==> src/rtl/mips_pkg.sv <==
// Shared constants for the 5-stage MIPS core: forward-select encodings,
// default write-back latency and producer latencies.
package mips_pkg;

    localparam int WB_LAT_DEF = 3;

    localparam int FWD_RF    = 0;
    localparam int FWD_EXMEM = 1;
    localparam int FWD_MEMWB = 2;

    localparam int LAT_ALU  = 1;
    localparam int LAT_LOAD = 2;

endpackage

==> src/rtl/sb_entry.sv <==
// One scoreboard slot: the write-back and bypass-valid countdowns of a
// single architectural register, with load, decrement and kill-restore.
module sb_entry
    import mips_pkg::*;
#(
    parameter int WB_LAT = WB_LAT_DEF,
    parameter int LW     = $clog2(WB_LAT + 1)
) (
    input  logic          clk,
    input  logic          rst,
    input  logic          load_i,
    input  logic [LW-1:0] load_lat_i,
    input  logic          restore_i,
    input  logic [LW-1:0] restore_wb_i,
    input  logic [LW-1:0] restore_av_i,
    output logic [LW-1:0] wb_o,
    output logic [LW-1:0] av_o
);

    logic [LW-1:0] wb_q, wb_d;
    logic [LW-1:0] av_q, av_d;

    function automatic logic [LW-1:0] dec_sat(input logic [LW-1:0] v);
        return (v == '0) ? '0 : v - LW'(1);
    endfunction

    // Effective view with a killed write already undone. Kept apart from the
    // next-state logic: load_i depends on these outputs through stall.
    assign wb_o = restore_i ? dec_sat(restore_wb_i) : wb_q;
    assign av_o = restore_i ? dec_sat(restore_av_i) : av_q;

    always_comb begin
        // NOTE: defaults first so every path assigns and no latch is inferred.
        wb_d = dec_sat(wb_o);
        av_d = dec_sat(av_o);
        if (load_i) begin
            wb_d = LW'(WB_LAT);
            av_d = load_lat_i;
        end
    end

    // NOTE: non-blocking assignments for all flop state.
    always_ff @(posedge clk or posedge rst) begin
        if (rst) begin
            wb_q <= '0;
            av_q <= '0;
        end else begin
            wb_q <= wb_d;
            av_q <= av_d;
        end
    end

endmodule

==> src/rtl/hazard_scoreboard.sv <==
// Register scoreboard beside ID: per-operand stall / forward / RF decision
// from per-register countdowns, with a one-cycle shadow to undo a killed issue.
module hazard_scoreboard
    import mips_pkg::*;
#(
    parameter int NREG   = 32,
    parameter int AW     = $clog2(NREG),
    parameter int WB_LAT = WB_LAT_DEF,
    parameter int LW     = $clog2(WB_LAT + 1)
) (
    input  logic          clk,
    input  logic          rst,
    input  logic          id_valid,
    input  logic [AW-1:0] id_rs,
    input  logic [AW-1:0] id_rt,
    input  logic          id_use_rs,
    input  logic          id_use_rt,
    input  logic          id_wr_en,
    input  logic [AW-1:0] id_rd,
    input  logic [LW-1:0] id_lat,
    input  logic          ex_kill,
    output logic          stall,
    output logic          issue,
    output logic [LW-1:0] fwd_a,
    output logic [LW-1:0] fwd_b
);

    localparam logic [LW-1:0] CNT_ONE = LW'(1);

    logic [LW-1:0] wb_eff [NREG];
    logic [LW-1:0] av_eff [NREG];

    logic          wr_issue;
    logic          kill_act;
    logic          haz_a, haz_b;
    logic [AW-1:0] last_rd_q, last_rd_d;
    logic          last_wr_q, last_wr_d;
    logic [LW-1:0] shadow_wb_q, shadow_wb_d;
    logic [LW-1:0] shadow_av_q, shadow_av_d;

    // Returns {hazard, fwd}. Bypass-valid count 1 is usable at EX next cycle.
    function automatic logic [LW:0] src_check(input logic          use_x,
                                              input logic [AW-1:0] x,
                                              input logic [LW-1:0] wb,
                                              input logic [LW-1:0] av);
        logic          haz;
        logic [LW-1:0] fwd;
        haz = 1'b0;
        fwd = LW'(FWD_RF);
        if (use_x && (x != '0)) begin
            if (av > CNT_ONE)      haz = 1'b1;
            else if (wb > CNT_ONE) fwd = LW'(WB_LAT) - wb + CNT_ONE;
        end
        return {haz, fwd};
    endfunction

    assign kill_act = ex_kill && last_wr_q;
    assign issue    = id_valid && !stall;
    assign wr_issue = issue && id_wr_en && (id_rd != '0);

    assign wb_eff[0] = '0;
    assign av_eff[0] = '0;

    for (genvar r = 1; r < NREG; r++) begin : g_entry
        sb_entry #(
            .WB_LAT (WB_LAT),
            .LW     (LW)
        ) u_entry (
            .clk          (clk),
            .rst          (rst),
            .load_i       (wr_issue && (id_rd == AW'(r))),
            .load_lat_i   (id_lat),
            .restore_i    (kill_act && (last_rd_q == AW'(r))),
            .restore_wb_i (shadow_wb_q),
            .restore_av_i (shadow_av_q),
            .wb_o         (wb_eff[r]),
            .av_o         (av_eff[r])
        );
    end

    always_comb begin
        {haz_a, fwd_a} = src_check(id_use_rs, id_rs, wb_eff[id_rs], av_eff[id_rs]);
        {haz_b, fwd_b} = src_check(id_use_rt, id_rt, wb_eff[id_rt], av_eff[id_rt]);
        stall = id_valid && (haz_a || haz_b);
    end

    // Shadow captures the destination's state after any same-cycle restore
    // but before this issue's load, so a later kill exposes the older write.
    always_comb begin
        last_rd_d   = id_rd;
        last_wr_d   = wr_issue;
        shadow_wb_d = wb_eff[id_rd];
        shadow_av_d = av_eff[id_rd];
    end

    always_ff @(posedge clk or posedge rst) begin
        if (rst) begin
            last_rd_q   <= '0;
            last_wr_q   <= 1'b0;
            shadow_wb_q <= '0;
            shadow_av_q <= '0;
        end else begin
            last_rd_q   <= last_rd_d;
            last_wr_q   <= last_wr_d;
            shadow_wb_q <= shadow_wb_d;
            shadow_av_q <= shadow_av_d;
        end
    end

endmodule
==> config.mk <==
export PLATFORM = sky130hd
export DESIGN_NAME = hazard_scoreboard
export DESIGN_NICKNAME = d
export VERILOG_FILES = /design/src/rtl/mips_pkg.sv /design/src/rtl/sb_entry.sv /design/src/rtl/hazard_scoreboard.sv
export SDC_FILE = /design/constraint.sdc
export NUM_CORES = 1
export LEC_CHECK = 0
export ABC_CLOCK_PERIOD_IN_PS = 4000
export CELL_PAD_IN_SITES_DETAIL_PLACEMENT = 0
export CELL_PAD_IN_SITES_GLOBAL_PLACEMENT = 1
export CORE_AREA = 10 10 158 174
export DETAILED_ROUTE_END_ITERATION = 6
export DIE_AREA = 0 0 168 184
export GPL_TIMING_DRIVEN = 0
export PLACE_DENSITY_LB_ADDON = 0.1
export SLEW_MARGIN = 0
export SYNTH_ARGS = -nofsm -noshare
export SYNTH_HDL_FRONTEND = slang
export SYNTH_SLANG_ARGS = --single-unit
==> constraint.sdc <==
create_clock -name clk -period 4 [get_ports clk]
set_input_delay 0.6 -clock clk [delete_from_list [all_inputs] [get_ports clk]]
set_output_delay 0.6 -clock clk [all_outputs]
set_load 0.005 [all_outputs]
==> metrics.txt, run 1 <==
outcome finished, violations left; violated checks setup timing; Req. time, crit path 3.40 ns; Clk Tree Root Cell clkbuf_16; Final Hold Viols 0; beginning of the critical path id_rt[1]; yosys warns 0; WL/cell 32.3 um; WHS 0.553 ns; most common cell after layout, fill and taps aside dfrtp_1; Routed Wire Length 52100 um; syn_nets 1189; Mapped Cells 1165; clock latency on the worst-skew pair 0.45 ns; nets@finish 1322; die area 0.0309 mm2; initial DRC count 1515; CTS sink count 134; Placed Area 0.0106 mm2; GRT overflow 0; Setup violations, final 6; CP max FO 10; PwrDens 274 mW/mm2; Reg2Reg Capture Point g_entry[14].u_entry.av_q[0]; worst setup margin -0.108 ns; Crit Path Category primary input to output port; initial antenna violation count 1; Core Region 0.0237 mm2; vias in the first global route 10500; RSZ-0062 raised after global routing true; pre-CTS WS -1.78 ns; Pleak 5.43 nW; fin crit share 103%; Area growth syn-to-layout 30.9%; CTS tree yes; arrival time worst endpoint 3.51 ns; die span in x 168 um; residual DRC count 0; global placer's final weighted congestion 1.00; Syn Area/Cell 8.47 um2; drt first pass iters 6; min Tclk post-route 4.11 ns; row cnt 59; final instance area 0.0129 mm2; Fmax 0.243 GHz; Hold Crit Class flop to flop; slew at the pin with the worst max-slew slack 1.11 ns; RR Startpoint last_rd_q[0]; sequential element share of the synthesized area 34.0%; fraction of registers with async set/reset 100%; crit path capture fwd_b[1]; clock-pin slew on the worst setup and hold paths 0.08 ns; CTS buffer count 17; vias post-DR 11200; clk buf depth 2; Die H 184 um; Yosys reg bits 134; first-pass GRT wire length 73400 um; Total Routing Usage GR 32.3%; Synth Flop Type dfrtp_1; Peak supply drop 0.248 mV; port bufs 24; I/O pins 30; Mapped Area 0.00987 mm2; Worst Clk Skew 0.0200 ns; Yosys cell types 80; commonest cells after routing, fill and taps aside dfrtp_1 (130), nor2_1 (104), o21ai_0 (100); Initial Util 41.7%; largest net degree at the start of global routing 42; DRT antenna net count 0; H-tree lvl count 4; max_cap viols 0; startpoint class of the critical path primary input; Layout Utilization 54.5%; Via density 6.96; Slew Limit Headroom 25.7%; dpl hpwl 38200 um; reg2reg path depth 12; final slew viol count 0; diode count 0; Reg2Reg Setup Slack 0.14 ns; share of cells above drive strength 1 26.7%; EDFF count, synth 0; CP Capture Type output port
## state kept, by name, summed over array words and instances (netlist names)
| register | cells |
|---|---|
| g_entry.u_entry.av_q | 62 |
| g_entry.u_entry.wb_q | 62 |
| last_rd_q | 5 |
| shadow_av_q | 2 |
| shadow_wb_q | 2 |
| last_wr_q | 1 |
## Yosys cell counts (all sizes together) (5+ instances only)
master / instances / share of area, %
a2111oi: 5 / 0.44
a211oi: 10 / 0.89
a21boi: 6 / 0.46
a21oi: 89 / 4.5
a221oi: 11 / 0.98
a31oi: 7 / 0.44
and2: 12 / 0.76
and3: 6 / 0.38
buf: 19 / 0.93
clkbuf: 61 / 2.3
dfrtp: 134 / 34
inv: 34 / 1.3
mux2: 32 / 3.6
mux2i: 58 / 5.9
mux4: 33 / 7.5
nand2: 94 / 3.6
nand2b: 17 / 1.1
nand3: 81 / 4.1
nand4: 7 / 0.44
nand4b: 5 / 0.44
nor2: 118 / 4.5
nor2b: 18 / 1.1
nor3: 25 / 1.3
nor3b: 5 / 0.38
nor4: 10 / 0.63
o2111ai: 6 / 0.53
o211ai: 12 / 0.91
o21ai: 121 / 6.2
o22ai: 42 / 2.7
or2: 5 / 0.32
## per-layer routing
layer / vias to the layer above / routed length (um) / GRT usage [%] / part of all wire [%]
li1: 4641 / - / - / -
met5: - / 0 / 0 / 0
met3: 201 / 5860 / 7.27 / 11
met4: 0 / 3180 / 16.6 / 6.1
met1: 5552 / 20700 / 42.7 / 40
met2: 840 / 22400 / 48.3 / 43
## cell families (layout without fill, tap and decap cells)
| family | count (synthesis) | in the layout | share of synthesized area, % |
|---|---|---|---|
| muxes | 123 | 123 | 17.1 |
| DFF | 134 | 134 | 34.0 |
| buffers and inverters | 115 | 260 | 4.59 |
| AOI/OAI and AO/OA | 358 | 358 | 22.3 |
| xor gates and xnor gates | 4 | 4 | 0.355 |
| and+or+nand+nor | 431 | 431 | 21.7 |
## through the flow
| step | TNS, ns | std cells | power (mW) |
|---|---|---|---|
| 5_1_grt | -0.913 | 1615 | 3.60 |
| 4_1_cts | -0.584 | 1578 | 3.48 |
| 3_3_place_gp | -156.43 | 1494 | 1.88 |
| 3_5_place_dp | -142.87 | 1497 | 1.88 |
| 6_report | -0.478 | 1615 | 3.54 |
| 2_1_floorplan | 0 | 1165 | 1.67 |
## cell type report
| type | instances | area (um2) |
|---|---|---|
| Fill cell | 2218 | 10800 |
| Buffer | 77 | 617 |
| Multi-Input combinational cell | 916 | 6890 |
| Tap cell | 305 | 382 |
| Inverter | 35 | 139 |
| Sequential cell | 134 | 3360 |
| Clock buffer | 18 | 439 |
| Timing Repair Buffer | 117 | 997 |
| Clock inverter | 13 | 97.6 |
## worst max-delay path, stage by stage
cell and delay, ns:
clkdlybuf4s50_1 0.50, clkbuf_2 0.27, buf_2 0.35, clkbuf_2 0.39, mux4_2 0.35, mux4_2 0.51
o32ai_4 0.26, nor2b_1 0.16, buf_2 0.12
## where the power goes
group          total (mW)  internal [mW]  switching (mW)
logic               0.623          0.208           0.414
registers            1.38           1.37          0.0131
clock network        1.54          0.811           0.728
total                3.54           2.39            1.15
## how the worst min path moves through the flow
stage,startpoint,endpoint,slack [ns],cells past startpoint
2_1_floorplan,g_entry[3].u_entry.av_q[0],g_entry[3].u_entry.av_q[1],0.50,2
3_3_place_gp,g_entry[19].u_entry.av_q[1],g_entry[19].u_entry.av_q[1],0.53,2
3_5_place_dp,g_entry[19].u_entry.av_q[1],g_entry[19].u_entry.av_q[1],0.54,2
4_1_cts,g_entry[3].u_entry.av_q[0],g_entry[3].u_entry.av_q[1],0.55,2
5_1_grt,g_entry[1].u_entry.av_q[1],g_entry[1].u_entry.av_q[1],0.58,2
6_report,g_entry[19].u_entry.av_q[1],g_entry[19].u_entry.av_q[1],0.55,2
## what timing repair did
| action | CTS | global route |
|---|---|---|
| hold buffers | 0 | 0 |
| gates resized for setup | 247 | 76 |
| setup buffers | 53 | 36 |
| gates cloned | 1 | 1 |
| endpoints found under the setup margin | 131 | 9 |
| pin swaps | 38 | 25 |
No activity file was read; power rests on OpenSTA's default activity.
==> inputs of run 2 (changes only) <==
GPL_TIMING_DRIVEN = 1   (was 0)
==> run 2 against run 1 <==
Net effect: the run ends with DRC, setup timing left; largest cell class unchanged; power rose by 10%; critical path depth rose by 4; clock power rose by 18%; clock-buffer cell count rose by 1; register-to-register slack got worse by 0.10 ns; die area did not move; first-iteration DRC count rose by 33%; sequential share of layout area fell by 3.1 points; via count rose by 9.2%.
==> metrics.txt, run 2 (synthesis results as in run 1) <==
Top delay family on crit path simple AND/OR/NAND/NOR gates; Placed Area 0.0132 mm2 (+25%); Total Routing Usage GR 34.7% (+2.5 points); startpoint class of the critical path primary input; initial antenna violation count 2 (+1); Setup violations, final 6 (unchanged); clock-pin slew on the worst setup and hold paths 0.06 ns (-0.02 ns); H-tree lvl count 4 (unchanged); clock latency on the worst-skew pair 0.44 ns (about the same); Routed Wire Length 55300 um (+6.0%); worst-path cell chain dlygate4sd2_1, and3b_2, buf_4, buf_12, nand2_1, buf_4, o221ai_1, or4_1, a32o_2, and2_4, a211oi_4, and2_1, buf_2; Slew Limit Headroom 34.8% (+9.1 points); setup tns final -0.898 ns (-0.421 ns); CTS tree yes; GRT overflow 0 (unchanged); die area 0.0309 mm2 (unchanged); CP dominant cell by count buf_4; Multi-input gate area 0.00661 mm2 (-4.1%); Req. time, crit path 3.40 ns (about the same); max_cap viols 0 (unchanged); hold bufs inserted after CTS 0 (unchanged); RSZ-0062 raised after global routing true; reg2reg path depth 12 (unchanged); WL/cell 29.7 um (-7.9%); vias post-DR 12300 (+9.2%); global placer's final weighted congestion 1.11 (+11%); violated checks DRC, setup timing; Initial Util 41.7% (unchanged); Crit Path Category primary input to output port; Non-Filler Instances 1860 (+15%); arrival time worst endpoint 3.58 ns (+0.07 ns); largest net degree at the start of global routing 75 (+79%); CTS buffer count 17 (unchanged); I/O pins 30 (unchanged); Buf+Inv Stages, Crit Path 5 (unchanged); Largest regs g_entry.u_entry.av_q: 62 flops, g_entry.u_entry.wb_q: 62 flops, last_rd_q: 5 flops; fin crit share 105% (+1.9 points); die span in x 168 um (unchanged); Fmax 0.239 GHz (-1.8%); port bufs 29 (+21%); Crit path largest cell delay 0.55 ns (+0.04 ns); Die H 184 um (unchanged); commonest cells after routing, fill and taps aside buf_4 (382), dfrtp_1 (131), nor2_1 (108); final slew viol count 0 (unchanged); most common cell after layout, fill and taps aside buf_4; CP max FO 8 (-2); Hold Crit Class primary input to asynchronous set/reset pin; FF+latch area 0.00336 mm2 (about the same); residual DRC count 4 (+4); Core Region 0.0237 mm2 (unchanged); share of cells above drive strength 1 38.4% (+12 points); clk buf depth 2 (unchanged); initial DRC count 2014 (+33%); PwrDens 267 mW/mm2 (-2.7%); slowest CP cell or4_1; first-pass GRT wire length 79700 um (+8.5%); row cnt 59 (unchanged); CP Capture Type output port; CTS sink count 134 (unchanged); Worst Clk Skew 0.0134 ns (-0.00665 ns); drt first pass iters 7 (+1); slew at the pin with the worst max-slew slack 0.970 ns (-0.144 ns); Clk Tree Root Cell clkbuf_16; CP Depth 13 (+4); Final Hold Viols 0 (unchanged); outcome finished, violations left; nets@finish 1565 (+18%); min Tclk post-route 4.18 ns (+0.0742 ns); dpl hpwl 42400 um (+11%); total of fill cells in the finished design 2120 (-4.4%); DP Cell Count 1804 (+21%); Peak supply drop 0.246 mV (-0.72%); worst setup margin -0.182 ns (-0.0742 ns); final instance area 0.0147 mm2 (+13%); Area growth syn-to-layout 48.4%; vias in the first global route 11800 (+13%); Via density 6.60 (-5.1%); Pleak 6.65 nW (+22%); DRT antenna net count 0 (unchanged)
run 2: report_power, final:
part | internal, mW | total, mW | switching, mW
logic | 0.274 | 0.713 | 0.439
clock network | 1.12 | 1.81 | 0.693
registers | 1.37 | 1.38 | 0.0127
run 2: through the flow:
step           hold WS [ns]  power [mW]  worst slack (ns)  utilization (%)
6_report              0.532        3.91            -0.182             61.8
5_1_grt               0.565        3.98            -0.241             61.8
4_1_cts               0.540        3.86            -0.160             60.6
3_5_place_dp          0.532        2.02            -0.920             55.6
3_3_place_gp          0.523        2.02            -0.922             55.6
2_1_floorplan         0.504        1.67            0.0760                -
run 2: final timing paths:
path,to,start,slack (ns)
hold reg to reg,g_entry[20].u_entry.av_q[1],g_entry[20].u_entry.av_q[1],0.54
max in group asynchronous,g_entry[2].u_entry.wb_q[0],rst,2.55
min in group clk,g_entry[20].u_entry.av_q[1],g_entry[20].u_entry.av_q[1],0.54
hold / removal,g_entry[28].u_entry.av_q[1],rst,0.53
setup reg to reg,g_entry[28].u_entry.av_q[0],last_rd_q[4],0.04
setup / recovery,issue,ex_kill,-0.18
run 2: layout make-up:
| type | instances | share of cell area, % |
|---|---|---|
| Tap cell | 305 | 2.60 |
| Clock inverter | 12 | 1.38 |
| Clock buffer | 19 | 3.02 |
| Inverter | 35 | 0.922 |
| Sequential cell | 134 | 22.9 |
| Antenna cell | 2 | 0.0342 |
| Multi-Input combinational cell | 916 | 45.1 |
| Timing Repair Buffer | 437 | 24.0 |
run 2: routing by layer:
| layer | up-vias | track usage [%] | part of all wire (%) |
|---|---|---|---|
| met5 | - | 0 | 0.024 |
| met4 | 2 | 14.3 | 5.3 |
| met3 | 224 | 10.9 | 14 |
| met2 | 967 | 50.2 | 41 |
| met1 | 5947 | 47.0 | 40 |
| li1 | 5132 | - | - |
run 2: repair_timing:
item | CTS | global route
pin swaps | 29 | 12
cloned | 1 | 1
buffers inserted | 17 | 5
setup endpoints to repair | 131 | 52
resized for setup | 114 | 57
run 2: worst register-to-register path, cell delays in order (launching register included):
cell,delay [ns]
dfrtp_2,0.50
bufbuf_16,0.32
and4b_1,0.24
nand2_1,0.25
buf_4,0.18
o221ai_1,0.09
or4_1,0.55
a32o_2,0.31
and2_4,0.16
a211oi_4,0.23
buf_8,0.33
nand3_1,0.27
mux2_1,0.40
==> inputs of run 3 (changes only) <==
CORE_AREA = 10 10 162 179   (was 10 10 158 174)
DIE_AREA = 0 0 172 189   (was 0 0 168 184)
GPL_TIMING_DRIVEN = 0   (was 1)
SYNTH_HIERARCHICAL = 1   (was default)
==> run 3 against run 2 <==
Net effect: first-iteration DRC count is 48% lower; the run ends with setup timing left; sequential power about the same; clock power down 4%; clock-buffer cell count grew 1; sequential share of layout area increased by 1.7 points; worst hold slack got worse by 0.27 ns; wire length is 26% lower; core utilization shrank 7.5 points; combinational power down 28%; fmax fell by 1.5%; die area up 5.2%.
==> metrics.txt, run 3 <==
drt first pass iters 5 (-2); clock latency on the worst-skew pair 0.44 ns (about the same); Req. time, crit path 3.40 ns (about the same); DRT antenna net count 0 (unchanged); CP Capture Type output port; first-pass GRT wire length 60800 um (-24%); worst-path cell chain buf_12, nand2b_4, buf_12, nor2_4, clkbuf_4, nand3_1, o21ai_2, mux2i_1, mux4_2, and3_4, nor4_4, o2bb2ai_4, buf_6, buf_6, and2_1, buf_2; largest net degree at the start of global routing 43 (-43%); Hold Crit Class primary input to asynchronous set/reset pin; Yosys reg bits 134 (unchanged); Crit path largest cell delay 0.53 ns (-0.02 ns); min Tclk post-route 4.24 ns (+0.0627 ns); Mapped Area 0.0104 mm2 (+5.5%); GR Util met2 38.3% (-12 points); syn_nets 1211 (+1.9%); yosys warns 6 (+6); dpl hpwl 28700 um (-32%); Layout Utilization 54.3% (-7.5 points); final instance area 0.0137 mm2 (-6.7%); met3 usage 5.70% (-5.2 points); GRT overflow 0 (unchanged); most common cell after layout, fill and taps aside inv_1; commonest cells after routing, fill and taps aside inv_1 (190), nand2_1 (129), dfrtp_1 (126); RSZ-0062 raised after global routing true; Routed Wire Length 40700 um (-26%); Via density 6.24 (-5.4%); Final Hold Viols 0 (unchanged); WL/cell 24.8 um (-16%); CTS tree yes; Peak supply drop 0.201 mV (-18%); diode count 0 (-2); share of cells above drive strength 1 30.9% (-7.5 points); Mapped Cells 1187 (+1.9%); row cnt 61 (+3.4%); outcome finished, violations left; Synth top area share 32.2% (-1.8 points); fraction of registers with async set/reset 100% (unchanged); hold bufs inserted after CTS 0 (unchanged); Pleak 5.12 nW (-23%); die area 0.0325 mm2 (+5.2%); vias in the first global route 9799 (-17%); initial antenna violation count 0 (-2); Clk Tree Root Cell clkbuf_16; Setup violations, final 6 (unchanged); Area growth syn-to-layout 31.3%; nets@finish 1335 (-15%); Syn Area/Cell 8.77 um2 (+3.5%); Initial Util 41.3% (-0.32 points); top-count cell post-synth inv_1; Slew Limit Headroom 22.8% (-12 points); setup tns final -1.05 ns (-0.152 ns); initial DRC count 1045 (-48%); Fmax 0.236 GHz (-1.5%); reg2reg path depth 20 (+8); Core Region 0.0252 mm2 (+6.3%); fin crit share 106% (+1.6 points); Reg2Reg Capture Point g_entry[18].u_entry/av_q[0]; synth cell count leaders inv_1 (190), nand2_1 (138), dfrtp_1 (134); Synth Flop Type dfrtp_1; I/O pins 30 (unchanged); Total Routing Usage GR 25.0% (-9.8 points); H-tree lvl count 4 (unchanged); Placed Area 0.0111 mm2 (-16%); vias post-DR 10200 (-17%); top cells by area, synth dfrtp_1 (32%), mux4_2 (15%), inv_1 (6.8%); RR Startpoint last_rd_q[1]; CP max FO 10 (+2); max_cap viols 0 (unchanged); slowest CP cell dfrtp_2; slew at the pin with the worst max-slew slack 1.16 ns (+0.188 ns); GRT met1 Usage 34.2% (-13 points); startpoint class of the critical path flop; PwrDens 266 mW/mm2 (-0.24%); clk buf depth 2 (unchanged); port bufs 23 (-21%); die span in x 172 um (+2.4%); Worst Clk Skew 0.0106 ns (-0.00278 ns); Reg2Reg Setup Slack 0.01 ns (-0.03 ns); CTS sink count 134 (unchanged); layer with the highest usage met2; final slew viol count 0 (unchanged); Largest regs g_entry.u_entry/av_q: 62 flops, g_entry.u_entry/wb_q: 62 flops, last_rd_q: 5 flops; Yosys cell types 52 (-35%); CTS buffer count 17 (unchanged); violated checks setup timing; EDFF count, synth 0 (unchanged); Total Power 3.64 mW (-6.9%); arrival time worst endpoint 3.64 ns (+0.06 ns); global placer's final weighted congestion 0.959 (-14%); sequential element share of the synthesized area 32.2% (-1.8 points); residual DRC count 0 (-4); Crit Path Category flop to output port; clock-pin slew on the worst setup and hold paths 0.06 ns (about the same); Die H 189 um (+2.7%); worst setup margin -0.245 ns (-0.0627 ns); area leader, netlist dfrtp_1
run 3: area by class of cell:
| cell class | instances | area (um2) |
|---|---|---|
| plain buffers | 69 | 488 |
| repair buffers | 110 | 1080 |
| fillers | 2296 | 11500 |
| flip-flops and latches | 134 | 3370 |
| well taps | 315 | 394 |
| clock buffers | 20 | 467 |
| clock inverters | 12 | 175 |
| inverters | 191 | 717 |
| multi-input cells | 788 | 6980 |
run 3: metal layers:
metal  wire [um]  share of wire [%]
met2       18700                 46
met3        3600                8.8
met1       17300                 43
met4        1040                2.6
met5           0                  0
run 3: through the flow:
stage / setup WS [ns] / cells / hold WS (ns)
after floorplan: 0.240 / 1187 / 0.366
after global placement: -1.87 / 1525 / 0.483
final: -0.245 / 1639 / 0.264
after global routing: -0.356 / 1639 / 0.303
after CTS: -0.226 / 1600 / 0.266
after detailed placement: -1.80 / 1530 / 0.492
run 3: logic make-up after synthesis:
group / after synthesis / synth area share, %
and+or+nand+nor: 392 / 19.9
DFF: 134 / 32.2
buffers and inverters: 265 / 10.2
muxes: 104 / 18.4
AOI/OAI and AO/OA: 292 / 19.3
run 3: worst max-delay path: cells and delay by family, from the launching register on:
family,cells,cell delay [ns]
flip-flops,1,0.53
AND/OR/NAND/NOR,6,0.88
AO/OA/AOI/OAI,2,0.32
buffers and inverters,6,0.88
multiplexers,2,0.58
run 3: power breakdown:
group          leakage, nW  total (mW)  switching [mW]  internal (mW)
registers             1.85        1.39          0.0192           1.37
clock network        0.308        1.74           0.649           1.09
logic                 2.97       0.513           0.319          0.194
total                 5.12        3.64           0.987           2.65
run 3: worst max path at each step:
stage,startpoint,to,slack [ns],depth (start not counted)
after global placement,ex_kill,stall,-1.87,16
after floorplan,ex_kill,g_entry[1].u_entry/av_q[0],0.24,16
final,last_rd_q[1],stall,-0.24,16
after CTS,last_wr_q,stall,-0.23,17
after detailed placement,ex_kill,stall,-1.80,16
after global routing,last_rd_q[1],stall,-0.36,17
run 3: what timing repair did:
action / 4_1_cts / 5_1_grt
pin swaps: 19 / 25
setup endpoints to repair: 131 / 86
setup buffers: 42 / 37
endpoints found under the hold margin: 0 / 0
cloned: 0 / 4
gates resized for setup: 270 / 103
